--- config.mk ---
export PLATFORM = sky130hd
export DESIGN_NAME = fpga_cfg_seq
export DESIGN_NICKNAME = d
export VERILOG_FILES = /design/src/rtl/fpga_cfg_seq.sv
export SDC_FILE = /design/constraint.sdc
export NUM_CORES = 1
export LEC_CHECK = 0
export CAP_MARGIN = 20
export CORE_UTILIZATION = 45
export CTS_CLUSTER_SIZE = 12
export DETAILED_ROUTE_END_ITERATION = 10
export GPL_TIMING_DRIVEN = 0
export PLACE_DENSITY = 0.78
export SKIP_CTS_REPAIR_TIMING = 1
export SLEW_MARGIN = 10
export SYNTH_ARGS = -nofsm -noshare
export SYNTH_HDL_FRONTEND = slang
export SYNTH_SLANG_ARGS = --single-unit
--- constraint.sdc ---
create_clock -name clkin -period 2.7 [get_ports clkin]
set_input_delay 0.405 -clock clkin [delete_from_list [all_inputs] [get_ports clkin]]
set_output_delay 0.405 -clock clkin [all_outputs]
set_load 0.05 [all_outputs]
--- src/rtl/fpga_cfg_seq.sv ---
// Passive-serial configuration sequencer for an ACEX1K FPGA: timed nCONFIG, byte-fed DCLK/DATA0.
// Optional: define CFG_TIMEOUT_EN to bound the WSTAT/WINIT waits by WAIT_TMO cycles.
module fpga_cfg_seq #(
    parameter int unsigned NCFG_LOW   = 16,
    parameter int unsigned DCLK_HALF  = 1,
    parameter int unsigned EXTRA_CLKS = 10,
    parameter int unsigned WAIT_TMO   = 1023
) (
    input  logic       clkin,
    input  logic       coldres_n,
    input  logic       start,
    input  logic [7:0] din,
    input  logic       din_stb,
    output logic       din_rdy,
    output logic       config_n,
    input  logic       status_n,
    input  logic       conf_done,
    input  logic       init_done,
    output logic       dclk,
    output logic       data0,
    output logic [3:0] cfg_state,
    output logic       cfg_ok,
    output logic       cfg_err
);

    typedef enum logic [3:0] {
        StIdle  = 4'd0,
        StLow   = 4'd1,
        StWstat = 4'd2,
        StLoad  = 4'd3,
        StShift = 4'd4,
        StCheck = 4'd5,
        StExtra = 4'd6,
        StWinit = 4'd7,
        StDone  = 4'd8,
        StErr   = 4'd9
    } state_e;

    // One shared counter covers nCONFIG low time, bit index and extra-pulse index.
    localparam int unsigned CntMax = (NCFG_LOW > EXTRA_CLKS) ?
        ((NCFG_LOW > 8) ? NCFG_LOW : 8) : ((EXTRA_CLKS > 8) ? EXTRA_CLKS : 8);
    localparam int unsigned CntW = $clog2(CntMax + 1);
    localparam int unsigned PhW  = $clog2(2 * DCLK_HALF + 1);

    state_e            state_q, state_d;
    logic [CntW-1:0]   cnt_q, cnt_d;
    logic [PhW-1:0]    ph_q, ph_d;
    logic [7:0]        sh_q, sh_d;
    logic              config_n_q, config_n_d;
    logic              dclk_q, dclk_d;
    logic              data0_q, data0_d;
    logic              din_rdy_q, din_rdy_d;
    logic              cfg_ok_q, cfg_ok_d;
    logic              cfg_err_q, cfg_err_d;
    logic [1:0]        status_sync_q, conf_sync_q, init_sync_q;
    logic              status_s, conf_s, init_s;
    logic              ph_mid, ph_last, go_low, go_err, tmo_hit;

`ifdef CFG_TIMEOUT_EN
    localparam int unsigned TmoW = $clog2(WAIT_TMO + 1);
    logic [TmoW-1:0] tmo_q, tmo_d;
    assign tmo_hit = (tmo_q == TmoW'(WAIT_TMO - 1));
`else
    assign tmo_hit = 1'b0;
`endif

    assign status_s = status_sync_q[1];
    assign conf_s   = conf_sync_q[1];
    assign init_s   = init_sync_q[1];
    assign ph_mid   = (ph_q == PhW'(DCLK_HALF - 1));
    assign ph_last  = (ph_q == PhW'(2 * DCLK_HALF - 1));

    always_comb begin
        state_d    = state_q;
        cnt_d      = cnt_q;
        ph_d       = ph_q;
        sh_d       = sh_q;
        config_n_d = config_n_q;
        dclk_d     = dclk_q;
        data0_d    = data0_q;
        din_rdy_d  = din_rdy_q;
        cfg_ok_d   = cfg_ok_q;
        cfg_err_d  = cfg_err_q;
        go_low     = 1'b0;
        go_err     = 1'b0;

        // DCLK phase generator shared by SHIFT and EXTRA
        if (state_q == StShift || state_q == StExtra) begin
            ph_d = ph_q + PhW'(1);
            if (ph_mid) dclk_d = 1'b1;
            if (ph_last) begin
                ph_d   = '0;
                dclk_d = 1'b0;
            end
        end

        case (state_q)
            StIdle: if (start) go_low = 1'b1;
            StLow: begin
                cnt_d = cnt_q + CntW'(1);
                if (cnt_q == CntW'(NCFG_LOW - 1)) begin
                    config_n_d = 1'b1;
                    state_d    = StWstat;
                end
            end
            StWstat: begin
                if (status_s) begin
                    din_rdy_d = 1'b1;
                    state_d   = StLoad;
                end else if (tmo_hit) begin
                    go_err = 1'b1;
                end
            end
            StLoad: begin
                if (din_stb && din_rdy_q) begin
                    data0_d   = din[0];
                    sh_d      = {1'b0, din[7:1]};
                    din_rdy_d = 1'b0;
                    dclk_d    = 1'b0;
                    ph_d      = '0;
                    cnt_d     = '0;
                    state_d   = StShift;
                end
            end
            StShift: begin
                if (ph_last) begin
                    if (cnt_q == CntW'(7)) begin
                        state_d = StCheck;
                    end else begin
                        cnt_d   = cnt_q + CntW'(1);
                        data0_d = sh_q[0];
                        sh_d    = {1'b0, sh_q[7:1]};
                    end
                end
            end
            StCheck: begin
                if (conf_s) begin
                    data0_d = 1'b1;
                    dclk_d  = 1'b0;
                    ph_d    = '0;
                    cnt_d   = '0;
                    state_d = StExtra;
                end else begin
                    din_rdy_d = 1'b1;
                    state_d   = StLoad;
                end
            end
            StExtra: begin
                if (ph_last) begin
                    if (cnt_q == CntW'(EXTRA_CLKS - 1)) state_d = StWinit;
                    else cnt_d = cnt_q + CntW'(1);
                end
            end
            StWinit: begin
                if (init_s) begin
                    cfg_ok_d = 1'b1;
                    state_d  = StDone;
                end else if (tmo_hit) begin
                    go_err = 1'b1;
                end
            end
            StDone:  if (start) go_low = 1'b1;
            StErr:   if (start) go_low = 1'b1;
            default: state_d = StIdle;
        endcase

        // Losing nSTATUS aborts everything, including a half-shifted byte
        if (!status_s && (state_q == StLoad || state_q == StShift || state_q == StCheck ||
                          state_q == StExtra || state_q == StWinit)) begin
            go_err = 1'b1;
        end

        if (go_err) begin
            state_d   = StErr;
            cfg_err_d = 1'b1;
            cfg_ok_d  = 1'b0;
            dclk_d    = 1'b0;
            din_rdy_d = 1'b0;
        end else if (go_low) begin
            state_d    = StLow;
            config_n_d = 1'b0;
            cfg_ok_d   = 1'b0;
            cfg_err_d  = 1'b0;
            dclk_d     = 1'b0;
            din_rdy_d  = 1'b0;
            cnt_d      = '0;
        end

`ifdef CFG_TIMEOUT_EN
        if (state_d != state_q) tmo_d = '0;
        else if (tmo_q == TmoW'(WAIT_TMO)) tmo_d = tmo_q;
        else tmo_d = tmo_q + TmoW'(1);
`endif
    end

    always_ff @(posedge clkin or negedge coldres_n) begin
        if (!coldres_n) begin
            state_q       <= StIdle;
            cnt_q         <= '0;
            ph_q          <= '0;
            sh_q          <= '0;
            config_n_q    <= 1'b0;
            dclk_q        <= 1'b0;
            data0_q       <= 1'b0;
            din_rdy_q     <= 1'b0;
            cfg_ok_q      <= 1'b0;
            cfg_err_q     <= 1'b0;
            status_sync_q <= '0;
            conf_sync_q   <= '0;
            init_sync_q   <= '0;
`ifdef CFG_TIMEOUT_EN
            tmo_q         <= '0;
`endif
        end else begin
            state_q       <= state_d;
            cnt_q         <= cnt_d;
            ph_q          <= ph_d;
            sh_q          <= sh_d;
            config_n_q    <= config_n_d;
            dclk_q        <= dclk_d;
            data0_q       <= data0_d;
            din_rdy_q     <= din_rdy_d;
            cfg_ok_q      <= cfg_ok_d;
            cfg_err_q     <= cfg_err_d;
            status_sync_q <= {status_sync_q[0], status_n};
            conf_sync_q   <= {conf_sync_q[0], conf_done};
            init_sync_q   <= {init_sync_q[0], init_done};
`ifdef CFG_TIMEOUT_EN
            tmo_q         <= tmo_d;
`endif
        end
    end

    assign cfg_state = state_q;
    assign config_n  = config_n_q;
    assign dclk      = dclk_q;
    assign data0     = data0_q;
    assign din_rdy   = din_rdy_q;
    assign cfg_ok    = cfg_ok_q;
    assign cfg_err   = cfg_err_q;

endmodule

Yosys cells after proc, flatten, opt, wreduce, memory -nomap -nowiden
Index checks and enable logic that the tools add are counted. Widths: inputs -> output; s select.

Bits in registers: 31. Output and inout bits: 10. Bits of input ports: 15. Logic and storage cells: 126.

$add $sub $neg: 2. Reductions and logical operators: 22. Multiplexer cells: 62. Equal/unequal tests: 27.

Operators by type and width (count): $mux 4 (10); $mux 5 (8); $pmux 4 s8 (1); $mux 1 (29); $ne 4x4->1 const B (7); $pmux 5 s5 (1); $mux 8 (3); $eq 4x3->1 const B (4); $pmux 8 s2 (1); $eq 5x4->1 const B (2); $reduce_and 9->1 (1); $reduce_bool 3->1 (3); $eq 4x2->1 const B (2); $eq 4x4->1 const B (2); $mux 2 (4); $ne 2x2->1 const B (4); $ne 4x3->1 const B (2); $reduce_and 4->1 (2); $pmux 1 s3 (2); $add 5x1->5 const B (1); $eq 5x3->1 const B (1); $logic_or 1x1->1 (5); $reduce_and 5->1 (1); $reduce_bool 5->1 (1); other kinds (14) (16).

Longest topological paths before layout
Gate-level depths: netlist of run 1.

Word-level depth: 9. Gate-level depth with buffers: 8. Mapped depth without buffers: 7.

Least setup slack after synthesis of run 1
OpenSTA, ideal clock, no wires.

Kind: register -> register. Start point: register cnt_q[0]. End point: register state_q[2] (netlist: cfg_state[2]). Required time: 2572 ps. Cell stages (with the launch flop): 9. Setup time: 128 ps. Path slack: 586 ps. Arrival: 1986 ps. Period minus slack after synthesis: 2114 ps. Buffers on the path: 1. Path through: dfrtp_1 > ha_1 > buf_6 > and3_1 > ha_1 > nor3_1 > o21a_1 > or4_1 > mux2_1.

Cells in the longest elaborated chain, start to end: 3. Elaborated cells on any way between the ends: 7. Classes of those cells: eq/ne (6); reduce/logical (1).

Ends and longest elaborated chain: start: declaration (line 46) `logic [CntW-1:0] cnt_q, cnt_d;`; start signal: assignment (line 216) `cnt_q <= cnt_d;`; $eq 5x4->1, or another cell as far along (line 101) `if (cnt_q == CntW'(NCFG_LOW - 1)) begin`; $ne 4x4->1 (no line) / $ne 4x3->1 (equally long branches); $reduce_and 9->1 (no line) *; end signal: assignment (line 198) `state_q <= StIdle;`; end signal: assignment (line 215) `state_q <= state_d;`; end: declaration (line 45) `state_e state_q, state_d;`.

Mark *: on every way between the ends. The rest lies on a longest branch, timed or not. A chain may end at the register's enable or synchronous reset.

Worst setup path in the final report of run 1
Ends and elaborated chain as after synthesis.

==> flow_summary.ini, run 1 <==
[yosys]
yosys.cell_types.count = 56
synth_seq_area_share = 0.408
netlist_area_um2 = 1840
synth_simple_gate_area_share = 0.226
postSynthRegisterBits = 30
synth-edff-count = 0
mappedNetlistNets = 208
post_synth_mux_area_share = 0.0387
share_of_synthesized_flip_flops_with_an_asynchronous_set_or_reset = 1.00
synth_top_cell_by_area = sky130_fd_sc_hd__dfrtp_1
synth_xor_area_frac = 0.00952
yosys_warnings = 0
synth_top_family_by_area = simple AND/OR/NAND/NOR gates
synth.top_cells.by_area = sky130_fd_sc_hd__dfrtp_1, sky130_fd_sc_hd__nor2_1, sky130_fd_sc_hd__a21oi_1
syn_area_per_cell_um2 = 9.69
post_synth_fa_ha_maj_area_fraction = 0.0204
synth_compound_area_frac = 0.224
syn-instance-count = 190
synth_top_area_share = 0.408
synth_top_flop_cell = sky130_fd_sc_hd__dfrtp_1

[timing]
slew_headroom = 0.346
rsz_0062_raised_after_global_routing = false
finalCriticalPeriod_ns = 2.27
timing.setup.tns_ns = 0
timing.fmax_ghz = 0.440
report.final.slew_viol_count = 0
tightest_slew_ns = 0.977
finalSetupViolations = 0
final-hold-violation-count = 0
whs_ns = 0.148
period_share = 0.842
worst_clock_skew_ns = 0.00487

[worst_setup_path]
critical_path.slowest_cell = sky130_fd_sc_hd__or4_1
timing.critical_path.arrival_ns = 2.44
cp_max_fo = 9
worst-endpoint-required_ns = 2.87
type_of_origin_of_the_critical_path = flop
cpMostUsedCell = sky130_fd_sc_hd__ha_1
worst-r2r-cell-count = 8
cp_slowest_stage_delay_ns = 0.48
crit_chain = ha_1, buf_6, and3_1, ha_1, nor3_1, o21a_1, or4_1, mux2_1
cp-end-kind = flop
setup.worst_path.class = flop to flop

[worst_hold_path]
hold_path.class = input port to asynchronous set/reset pin

[layout]
sequential_cell_area_um2 = 751
finalNetCount = 239
number_of_filler_instances_in_the_final_layout = 340
area.growth.synth_to_final_pct = 22.0
multiInputGateArea_um2 = 953
post-route-cell-area_um2 = 2250
antenna_cells_inserted = 0
drive_above_1_share = 0.131
layout.core_utilization = 0.591

[floorplan]
coreArea_um2 = 3800
ios = 25
initial_utilization = 0.485
die_w_um = 66.0
floorplan.die_area_um2 = 4350
floorplan.rows = 22
dieHeight_um = 66.0

[pwr]
ir_drop_uv = 821
cellPowerDensity_nw_per_um2 = 1100
power.leakage_nw = 0.942

[cts]
clk_path_buf_depth = 2
worst_skew_pair.late_latency_ns = 0.28
cts_num_sinks = 30
clk_pin_slew_ns = 0.06
tritoncts = done
cts-htree-levels = 2
cts_inserted_buffers = 5
cts_root_buffer = sky130_fd_sc_hd__clkbuf_8

[grt]
number_of_global_route_vias_before_repair = 1540
maximum_number_of_pins_on_one_net_before_global_route_repair = 31
antenna_violations_before_repair = 0
total_routing_usage_reported_by_global_routing = 0.211
wire_length_of_the_first_global_routing_pass_um = 6950
globalRouteOverflowTotal = 0

[placement]
dp.final_hpwl_um = 2970
place_area_um2 = 2140
place_congestion = 0.923
numPortBuffers = 24

[detailed_routing]
final_antenna_net_count = 0
post_drt_via_cell_ratio = 6.00
drt-total-wl_um = 4140
routed_wire_per_std_cell_um = 15.3
detailedRoute.firstPassIterationCount = 4
drt_iter0_drc = 93
detailroute.via_count = 1621
drt_drc_violations_left = 0

[status]
status = complete, no violations

[run]
drv.max_cap_violation_count = 0
[path summary, 6_finish.rpt]
kind                                                from                        to  slack [ns]
worst max register to register        cnt_q[0]$_DFF_PN0_  cfg_state[2]$_DFFE_PN0P_        0.43
worst min-delay path                           coldres_n            dclk$_DFF_PN0_        0.15
min in group clkin              conf_sync_q[0]$_DFF_PN0_  conf_sync_q[1]$_DFF_PN0_        0.35
worst min register to register  conf_sync_q[0]$_DFF_PN0_  conf_sync_q[1]$_DFF_PN0_        0.35
worst max-delay path                  cnt_q[0]$_DFF_PN0_  cfg_state[2]$_DFFE_PN0P_        0.43
max in group asynchronous                      coldres_n        cnt_q[4]$_DFF_PN0_        2.11
[cells in the final DEF (no fill, tap or decap), types with 3 or more instances in the layout]
cell and count:
sky130_fd_sc_hd__nor2b_1 6, sky130_fd_sc_hd__nand4_1 4, sky130_fd_sc_hd__clkdlybuf4s50_1 23, sky130_fd_sc_hd__clkbuf_1 4, sky130_fd_sc_hd__inv_1 10, sky130_fd_sc_hd__o21ai_0 11, sky130_fd_sc_hd__o32ai_1 3, sky130_fd_sc_hd__nor3_1 3
sky130_fd_sc_hd__dfrtp_1 30, sky130_fd_sc_hd__ha_1 3, sky130_fd_sc_hd__a21oi_1 12, sky130_fd_sc_hd__buf_4 5, sky130_fd_sc_hd__a211oi_1 3, sky130_fd_sc_hd__nor2_1 18, sky130_fd_sc_hd__buf_6 4, sky130_fd_sc_hd__a31oi_1 3
sky130_fd_sc_hd__nand3_1 3, sky130_fd_sc_hd__nand2_1 9, sky130_fd_sc_hd__clkbuf_8 5, sky130_fd_sc_hd__mux2i_1 6, sky130_fd_sc_hd__o21a_1 3, sky130_fd_sc_hd__o211ai_1 5
[cell type report]
cell class / count / share of cell area
Multi-Input combinational cell: 137 / 0.425
Sequential cell: 30 / 0.334
Timing Repair Buffer: 24 / 0.105
Buffer: 13 / 0.0440
Clock buffer: 6 / 0.0323
Tap cell: 48 / 0.0267
Clock inverter: 2 / 0.0167
Inverter: 10 / 0.0167
[flip-flops by register name (all words and copies together) (netlist names)]
name	cells
cfg_state	4
sh_q	7
dclk	1
cnt_q	5
init_sync_q	2
config_n	1
cfg_err	1
data0	1
cfg_ok	1
status_sync_q	2
conf_sync_q	2
ph_q	2
din_rdy	1
[stage by stage]
| stage | total power [mW] | std cells | worst slack, ns |
|---|---|---|---|
| floorplan | 1.67 | 190 | 0.586 |
| global placement | 2.00 | 262 | 0.426 |
| detailed placement | 2.02 | 262 | 0.402 |
| CTS | 2.47 | 270 | 0.437 |
| global route | 2.64 | 270 | 0.278 |
| finish | 2.48 | 270 | 0.428 |
[critical path, delay by kind of cell (launching register included)]
family | cells | cell delay [ns]
simple gates | 3 | 0.72
buf+inv | 1 | 0.13
compound gates | 1 | 0.22
flops | 1 | 0.40
mux | 1 | 0.33
fa+ha+maj | 2 | 0.36
[per-layer routing]
layer | track usage | up-vias | wire length [um]
met2 | 0.341 | 58 | 1950
met3 | 0.0500 | 9 | 258
met5 | 0 | - | 0
met1 | 0.271 | 787 | 1870
li1 | - | 767 | -
met4 | 0.0851 | 0 | 68
[Yosys cell counts, types with 2 or more instances]
cell / n
sky130_fd_sc_hd__nor2b_1: 6
sky130_fd_sc_hd__nand4_1: 4
sky130_fd_sc_hd__nand3_1: 3
sky130_fd_sc_hd__clkbuf_1: 3
sky130_fd_sc_hd__o32ai_1: 3
sky130_fd_sc_hd__o21ai_0: 11
sky130_fd_sc_hd__nor3_1: 3
sky130_fd_sc_hd__o21bai_1: 2
sky130_fd_sc_hd__ha_1: 3
sky130_fd_sc_hd__nor2_1: 18
sky130_fd_sc_hd__buf_4: 5
sky130_fd_sc_hd__a211oi_1: 3
sky130_fd_sc_hd__o311ai_0: 2
sky130_fd_sc_hd__o211ai_1: 5
sky130_fd_sc_hd__xor2_1: 2
sky130_fd_sc_hd__a21oi_2: 2
sky130_fd_sc_hd__o31a_1: 2
sky130_fd_sc_hd__a21oi_1: 12
sky130_fd_sc_hd__nor4bb_1: 2
sky130_fd_sc_hd__buf_6: 4
sky130_fd_sc_hd__inv_1: 10
sky130_fd_sc_hd__dfrtp_1: 30
sky130_fd_sc_hd__nand2_1: 9
sky130_fd_sc_hd__o22ai_1: 2
sky130_fd_sc_hd__a31oi_1: 3
sky130_fd_sc_hd__and3_1: 2
sky130_fd_sc_hd__mux2i_1: 6
sky130_fd_sc_hd__o21a_1: 3
sky130_fd_sc_hd__nor3b_1: 2
sky130_fd_sc_hd__nand2b_1: 2
[kinds of logic (layout without fill, tap and decap cells)]
| group | after synthesis | count (layout) |
|---|---|---|
| fa+ha+maj | 3 | 3 |
| buf+inv | 23 | 55 |
| xor+xnor | 2 | 2 |
| simple gates | 67 | 67 |
| flops | 30 | 30 |
| mux | 7 | 7 |
| compound gates | 58 | 58 |
[where the power goes]
part           total (mW)  switching [mW]  internal (mW)  leakage (nW)
Sequential          0.712           0.114          0.597         0.372
Combinational        1.31           0.788          0.527         0.518
Clock               0.449           0.174          0.275        0.0514
No activity file was read; power rests on OpenSTA's default activity.
==> run 2, diff against run 1 <==
clock period = 2.31 ns   (was 2.7 ns; I/O delays follow)
==> flow_summary.ini, run 2 (synthesized netlist as in run 1, its figures left out) <==
[status]
status = complete, no violations

[layout]
largest_reg_flops = 7
number_of_filler_instances_in_the_final_layout = 340
layout_commonest_cell = sky130_fd_sc_hd__dfrtp_1
post-route-cell-area_um2 = 2270
regMostFlops = sh_q
finalNetCount = 241
mostFrequentLayoutCells = sky130_fd_sc_hd__dfrtp_1, sky130_fd_sc_hd__clkdlybuf4s50_1, sky130_fd_sc_hd__nor2_1
final-instance-count-excl-fill = 272
multiInputGateArea_um2 = 960
sequential_cell_area_um2 = 751
drive_above_1_share = 0.143
area.growth.synth_to_final_pct = 23.2
antenna_cells_inserted = 0
layout.core_utilization = 0.597

[worst_setup_path]
setup.worst_path.class = flop to flop
worst-r2r-cell-count = 8
cp-end-kind = flop
type_of_origin_of_the_critical_path = flop
worst-endpoint-required_ns = 2.48
timing.critical_path.arrival_ns = 2.39
cp_max_fo = 9

[floorplan]
floorplan.die_area_um2 = 4350
dieHeight_um = 66.0
die_w_um = 66.0
ios = 25
floorplan.rows = 22
initial_utilization = 0.485
coreArea_um2 = 3800

[timing]
timing.fmax_ghz = 0.451
slew_headroom = 0.380
worst_clock_skew_ns = 0.00417
finalCriticalPeriod_ns = 2.22
period_share = 0.960
timing.setup.tns_ns = 0
finalSetupViolations = 0
tightest_slew_ns = 0.927
report.final.slew_viol_count = 0
final-hold-violation-count = 0

[cts]
cts-htree-levels = 2
cts_root_buffer = sky130_fd_sc_hd__clkbuf_8
worst_skew_pair.late_latency_ns = 0.28
cts_num_sinks = 30
tritoncts = done
cts_inserted_buffers = 5
clk_path_buf_depth = 2
clk_pin_slew_ns = 0.06

[grt]
globalRouteOverflowTotal = 0
total_routing_usage_reported_by_global_routing = 0.211
number_of_global_route_vias_before_repair = 1540
antenna_violations_before_repair = 0
maximum_number_of_pins_on_one_net_before_global_route_repair = 31
wire_length_of_the_first_global_routing_pass_um = 6950

[pwr]
power_mw = 2.92
ir_drop_uv = 957
cellPowerDensity_nw_per_um2 = 1290
power.leakage_nw = 0.953

[placement]
dp.final_hpwl_um = 2970
placed_cells = 262
place_area_um2 = 2140
place_congestion = 0.923
numPortBuffers = 24

[detailed_routing]
drt-total-wl_um = 4160
drt_drc_violations_left = 0
routed_wire_per_std_cell_um = 15.3
detailedRoute.firstPassIterationCount = 5
final_antenna_net_count = 0
drt_iter0_drc = 126
detailroute.via_count = 1629
post_drt_via_cell_ratio = 5.99

[run]
drv.max_cap_violation_count = 0

[worst_hold_path]
hold_path.class = input port to asynchronous set/reset pin
run 2: area by class of cell:
type	instances	share of cell area
buffer	13	0.0436
tap	48	0.0265
timing repair buffer	26	0.110
inverter	10	0.0166
multi-input combinational	137	0.423
clock inverter	2	0.0166
sequential	30	0.331
clock buffer	6	0.0320
run 2: worst max-delay path, cell delays in order, from the launching register on:
cell and delay [ns]:
sky130_fd_sc_hd__dfrtp_1 0.35, sky130_fd_sc_hd__ha_1 0.16, sky130_fd_sc_hd__buf_6 0.13, sky130_fd_sc_hd__and3_1 0.16, sky130_fd_sc_hd__ha_1 0.18, sky130_fd_sc_hd__nor3_1 0.08
sky130_fd_sc_hd__o21a_1 0.22, sky130_fd_sc_hd__or4_1 0.50, sky130_fd_sc_hd__mux2_1 0.33
run 2: metal layers:
layer | GRT usage | vias up | wire (um)
li1 | - | 767 | -
met1 | 0.271 | 775 | 1830
met2 | 0.341 | 79 | 1950
met3 | 0.0500 | 8 | 314
met4 | 0.0851 | 0 | 68
met5 | 0 | - | 0
run 2: stage by stage:
stage / worst slack [ns] / hold slack [ns]
floorplan: 0.196 / 0.0509
global placement: 0.0550 / 0.333
detailed placement: 0.0585 / 0.337
CTS: 0.0470 / 0.113
global route: -0.0226 / 0.143
finish: 0.0917 / 0.0933
run 2: final timing paths:
check	start	to	slack, ns
worst max-delay path	cnt_q[1]$_DFF_PN0_	cfg_state[2]$_DFFE_PN0P_	0.09
worst min-delay path	coldres_n	dclk$_DFF_PN0_	0.09
worst max register to register	cnt_q[1]$_DFF_PN0_	cfg_state[2]$_DFFE_PN0P_	0.09
worst min register to register	conf_sync_q[0]$_DFF_PN0_	conf_sync_q[1]$_DFF_PN0_	0.35
max in group asynchronous	coldres_n	data0$_DFFE_PN0P_	1.78
min in group clkin	conf_sync_q[0]$_DFF_PN0_	conf_sync_q[1]$_DFF_PN0_	0.35
run 2: power breakdown:
part / internal, mW / switching, mW / leakage (nW) / total (mW)
logic: 0.637 / 0.936 / 0.530 / 1.57
clock network: 0.321 / 0.204 / 0.0514 / 0.525
registers: 0.698 / 0.125 / 0.372 / 0.823
total: 1.66 / 1.26 / 0.953 / 2.92
